$ cat src/rtl/shift_reg_pkg.sv
// Shared definitions for shift-register blocks: mode encodings and mode helpers.
package shift_reg_pkg;

    localparam int MODE_W = 3;

    localparam logic [MODE_W-1:0] MODE_HOLD = 3'd0;
    localparam logic [MODE_W-1:0] MODE_SHL  = 3'd1;
    localparam logic [MODE_W-1:0] MODE_SHR  = 3'd2;
    localparam logic [MODE_W-1:0] MODE_LOAD = 3'd3;
    localparam logic [MODE_W-1:0] MODE_ROTL = 3'd4;
    localparam logic [MODE_W-1:0] MODE_ROTR = 3'd5;

    // True for any mode that moves bits one position (shift or rotate).
    function automatic logic is_shift_mode(input logic [MODE_W-1:0] m);
        return (m == MODE_SHL) || (m == MODE_SHR) ||
               (m == MODE_ROTL) || (m == MODE_ROTR);
    endfunction

endpackage

$ cat src/rtl/shift_word_counter.sv
// Counts shift/rotate operations modulo WIDTH and pulses word_done after each wrap.
module shift_word_counter #(
    parameter int WIDTH = 8,
    parameter int CNT_W = $clog2(WIDTH)
) (
    input  logic             clk,
    input  logic             reset_n,
    input  logic             inc,
    input  logic             clr,
    output logic [CNT_W-1:0] shift_cnt,
    output logic             word_done
);

    localparam logic [CNT_W-1:0] LAST = CNT_W'(WIDTH - 1);

    logic at_last;
    assign at_last = (shift_cnt == LAST);

    // inc and clr are never both set by the top; clr still wins for safety.
    always_ff @(posedge clk) begin
        if (!reset_n) begin
            shift_cnt <= '0;
            word_done <= 1'b0;
        end else begin
            word_done <= inc && !clr && at_last;
            if (clr) begin
                shift_cnt <= '0;
            end else if (inc) begin
                shift_cnt <= at_last ? '0 : shift_cnt + CNT_W'(1);
            end
        end
    end

endmodule

$ cat src/rtl/universal_shift_register.sv
// Universal shift register: hold, shift left/right, parallel load, rotate left/right.
module universal_shift_register
    import shift_reg_pkg::*;
#(
    parameter int WIDTH = 8,
    parameter int CNT_W = $clog2(WIDTH)
) (
    input  logic              clk,
    input  logic              reset_n,
    input  logic [2:0]        mode,
    input  logic              serial_in_lsb,
    input  logic              serial_in_msb,
    input  logic [WIDTH-1:0]  parallel_in,
    output logic [WIDTH-1:0]  parallel_out,
    output logic              serial_out_msb,
    output logic              serial_out_lsb,
    output logic [CNT_W-1:0]  shift_cnt,
    output logic              word_done
);

    logic [WIDTH-1:0] q;

    always_ff @(posedge clk) begin
        if (!reset_n) begin
            q <= '0;
        end else begin
            case (mode)
                MODE_SHL:  q <= {q[WIDTH-2:0], serial_in_lsb};
                MODE_SHR:  q <= {serial_in_msb, q[WIDTH-1:1]};
                MODE_LOAD: q <= parallel_in;
                MODE_ROTL: q <= {q[WIDTH-2:0], q[WIDTH-1]};
                MODE_ROTR: q <= {q[0], q[WIDTH-1:1]};
                default:   q <= q;
            endcase
        end
    end

    // Serial outputs are plain taps of the register, so they stay flop-driven.
    assign parallel_out   = q;
    assign serial_out_msb = q[WIDTH-1];
    assign serial_out_lsb = q[0];

    shift_word_counter #(
        .WIDTH (WIDTH),
        .CNT_W (CNT_W)
    ) u_counter (
        .clk       (clk),
        .reset_n   (reset_n),
        .inc       (is_shift_mode(mode)),
        .clr       (mode == MODE_LOAD),
        .shift_cnt (shift_cnt),
        .word_done (word_done)
    );

endmodule

$ cat config.mk
export PLATFORM = sky130hd
export DESIGN_NAME = universal_shift_register
export DESIGN_NICKNAME = d
export VERILOG_FILES = /design/src/rtl/shift_reg_pkg.sv /design/src/rtl/shift_word_counter.sv /design/src/rtl/universal_shift_register.sv
export SDC_FILE = /design/constraint.sdc
export NUM_CORES = 1
export LEC_CHECK = 0
export CAP_MARGIN = 20
export CORE_UTILIZATION = 44
export DETAILED_ROUTE_END_ITERATION = 8
export GPL_ROUTABILITY_DRIVEN = 1
export GPL_TIMING_DRIVEN = 0
export PLACE_DENSITY = 0.79
export SLEW_MARGIN = 10
export SYNTH_ARGS = -nofsm -noshare
export SYNTH_HDL_FRONTEND = slang
export SYNTH_SLANG_ARGS = --single-unit
$ cat constraint.sdc
create_clock -name clk -period 2.4 [get_ports clk]
set_clock_uncertainty 0.15 [all_clocks]
set_input_delay 0.36 -clock clk [delete_from_list [all_inputs] [get_ports clk]]
set_output_delay 0.36 -clock clk [all_outputs]
set_load 0.05 [all_outputs]
==> impl_summary.md <==
Status
The flow ran to the end, and the final reports show no timing, DRC or antenna violations.

Die
The die is 42.0 um tall. The die footprint is 1760 um2. The starting utilization of the core area is 0.467. The core outline area is 1510 um2. The floorplan step set the die width to 42.0 um.

The number of placed I/O pins is 29. After floorplanning, the core was divided into 14 placement rows.

Drt
The average routed wire per standard cell is 13.1 um. The first detailed-routing pass ran for 4 iterations. The first routing iteration left 18 violations. The total wirelength of the detailed-routed design is 1680 um. The detail route stage leaves a number of antenna-violating nets equal to 0. The routed layout has 724 vias. For this run, design rule violations remaining after detail routing come to 0. After detailed routing, the number of vias per cell comes to 5.66.

Worst setup path
The nature of the critical path startpoint is a primary input. The worst setup slack for register-to-register paths is 1.02 ns. In this run the worst path has a maximum fanout of 6.

The worst setup path is captured at a flop. The critical path is of the in2reg type. The number of buffers and inverters on the critical path is 1. The master of the slowest instance on the critical path is sky130_fd_sc_hd__nor3_1.

Data on the critical path arrives at its endpoint at 2.18 ns. The signal on the critical path passes through clkdlybuf4s50_1, ha_1, nor3_1, a22oi_1, a31oi_1. The worst path required time is 2.45 ns.

Broken down by cell family, the worst path's largest delay share belongs to simple AND/OR/NAND/NOR gates. The highest cell delay on the worst timing path is 0.60 ns.

STA
Hold is met by 0.342 ns. The final clock period utilization by the worst path is 0.887. The normalized max-slew margin is 0.543. The final critical-path required period is 2.13 ns. The hold violation count in the final report is 0. Setup repair after global routing left no endpoint under its margin. Setup violations remaining at the end of the flow were counted as 0.

The number of pins with negative max-slew slack in the final report is 0. The measured slew at the worst slew-check pin is 0.680 ns. Based on the critical path, the design can be clocked at up to 0.470 GHz.

Hold path
In this run the worst hold path is classified as in2reg.

Finish
Counting the fill cells in the layout gives 139. The library cells used most frequently in the layout, excluding fill and tap cells, are sky130_fd_sc_hd__clkdlybuf4s50_1, sky130_fd_sc_hd__dfxtp_1, sky130_fd_sc_hd__nand2_1, sky130_fd_sc_hd__a22oi_1, sky130_fd_sc_hd__o21ai_0. The area growth from synthesis to final layout is 46.4%. The footprint of the multi-input gates is 417 um2. For this run, the share of the core covered by cells in the final layout is 0.684. The leading cell type in the layout, fill and taps excluded is sky130_fd_sc_hd__clkdlybuf4s50_1.

After the last flow step, the layout net total stands at 131. The final antenna diode count is 0. The fraction of layout instances using a drive strength above 1 is 0.134.

The area taken by flip-flops and latches is 240 um2.

Clocking
Post-CTS timing repair inserted 0 buffers for setup. The master cell of the clock root buffer is sky130_fd_sc_hd__clkbuf_4. In this run, CTS created clock tree buffers numbering 3.

CTS built an H-tree with a depth of 1. The clock insertion delay at the later pin of the skew report is 0.28 ns. Buffers inserted to repair hold after CTS numbered 0. TritonCTS built the clock tree. For this design, the sink count on the clock tree is 12. After clock tree synthesis, the clock-pin slew on the worst setup and hold paths is 0.08 ns. The number of gates resized after cts is 0. The clock tree buffer depth is 2.

Synthesis
Yosys printed 0 warnings. The number of library cell types mapped by synthesis is 29. The gate count of the mapped netlist is 81. Averaged over all synthesized cells, the footprint is 8.68 um2.

In this run the cell area of the synthesized design comes to 703 um2. The share of the yosys chip area belonging to registers is 0.342. When the netlist entered floorplanning its net count stood at 99.

The number of synthesized register bits is 12.

Power and ir drop
Of the total power, the share spent switching nets is 0.343. The share of total power dissipated in sequential elements is 0.385. The clock group share of total power is 0.278. The fraction of power consumed by combinational cells is 0.337. Power spread over the standard cell area amounts to 577 nW/um2. The net switching power is 0.204 mW. IR analysis of the VDD net gives a maximum drop of 0.412 mV. In this run the static leakage power is 0.389 nW. The internal power consumption is 0.390 mW.

Run
The count of max-cap constraint violations is 0.

Placed design
In this run the tool buffered the top-level ports with 27 buffer cells. The placed wire-length estimate is 1230 um. The final weighted congestion in routability-driven placement is 0.798.

Global routing
The initial antenna violation count was 0. The pin count of the biggest net entering global routing is 11. The first global-routing pass estimated 2850 um of wire. In the global route stage, overall resource usage came out at 0.208. The overflow left after global routing is 0. The via count of the first global-routing pass came to 656.
[tightest hold or removal path, delay by kind of cell]
kind,cells,cell delay [ns]
AOI/OAI and AO/OA,2,0.19
and+or+nand+nor,1,0.06
buffers and inverters,1,0.11
[sequential cells by signal (all words and copies together) (netlist names)]
signal	flops
parallel_out	8
u_counter.shift_cnt	3
u_counter.word_done	1
[metrics by stage]
| stage | cell area, um2 | power (mW) | instances | TNS, ns | setup slack, ns |
|---|---|---|---|---|---|
| after floorplan | 703 | 0.361 | 81 | 0 | 0.598 |
| after global placement | 993 | 0.431 | 124 | 0 | 0.0226 |
| after detailed placement | 993 | 0.433 | 124 | -0.0130 | -0.0130 |
| after CTS | 1030 | 0.598 | 128 | 0 | 0.271 |
| after global routing | 1030 | 0.619 | 128 | 0 | 0.112 |
| final | 1030 | 0.594 | 128 | 0 | 0.272 |
[layer usage]
metal	vias to the layer above	wire [um]	global-route usage	part of all wire
li1	363	-	-	-
met3	0	70	0.0172	0.042
met5	-	0	0	0
met2	25	792	0.331	0.47
met4	0	0	0.0968	0
met1	336	816	0.286	0.49
[synthesized netlist by cell type (all sizes together)]
cell type | count | area share
a2111oi | 1 | 0.012
a21o | 2 | 0.021
a21oi | 1 | 0.023
a22oi | 9 | 0.096
a31oi | 7 | 0.062
and3 | 1 | 0.0089
and3b | 2 | 0.028
and4bb | 1 | 0.018
buf | 5 | 0.055
clkbuf | 1 | 0.0053
dfxtp | 12 | 0.34
ha | 3 | 0.053
inv | 1 | 0.0053
mux2 | 1 | 0.016
nand2 | 10 | 0.053
nand2b | 1 | 0.0089
nand3 | 2 | 0.014
nand3b | 1 | 0.011
nor2 | 3 | 0.016
nor2b | 3 | 0.027
nor3 | 1 | 0.0071
nor3b | 1 | 0.011
o21ai | 8 | 0.057
o21bai | 1 | 0.011
o22ai | 1 | 0.0089
or3b | 1 | 0.016
xnor2 | 1 | 0.012
[power groups by stage]
| stage | registers, mW | clock network [mW] | logic (mW) |
|---|---|---|---|
| floorplan | 0.282 | 0 | 0.0784 |
| global placement | 0.233 | 0 | 0.198 |
| detailed placement | 0.233 | 0 | 0.200 |
| CTS | 0.229 | 0.168 | 0.201 |
| global route | 0.232 | 0.174 | 0.214 |
| finish | 0.229 | 0.165 | 0.200 |
[logic make-up after synthesis]
logic type                 after synthesis  share of synthesized area
and+or+nand+nor                         27                      0.219
buffers and inverters                    7                     0.0658
DFF                                     12                      0.342
adders and majority gates                3                     0.0534
xor gates and xnor gates                 1                     0.0125
muxes                                    1                     0.0160
AOI/OAI and AO/OA                       30                      0.292
[final timing paths]
check | startpoint | endpoint | cells after the start
worst max-delay path | mode[2] | parallel_out[3] | 5
worst min-delay path | mode[1] | parallel_out[7] | 4
worst max register to register | parallel_out[7] | parallel_out[0] | 3
worst min register to register | parallel_out[2] | parallel_out[1] | 2
[area by class of cell]
cell class	count	share of cell area
Buffer	6	0.0413
Clock buffer	4	0.0352
Inverter	1	0.00365
Multi-Input combinational cell	62	0.405
Sequential cell	12	0.233
Tap cell	16	0.0194
Timing Repair Buffer	27	0.262
No activity file was read; power rests on OpenSTA's default activity.
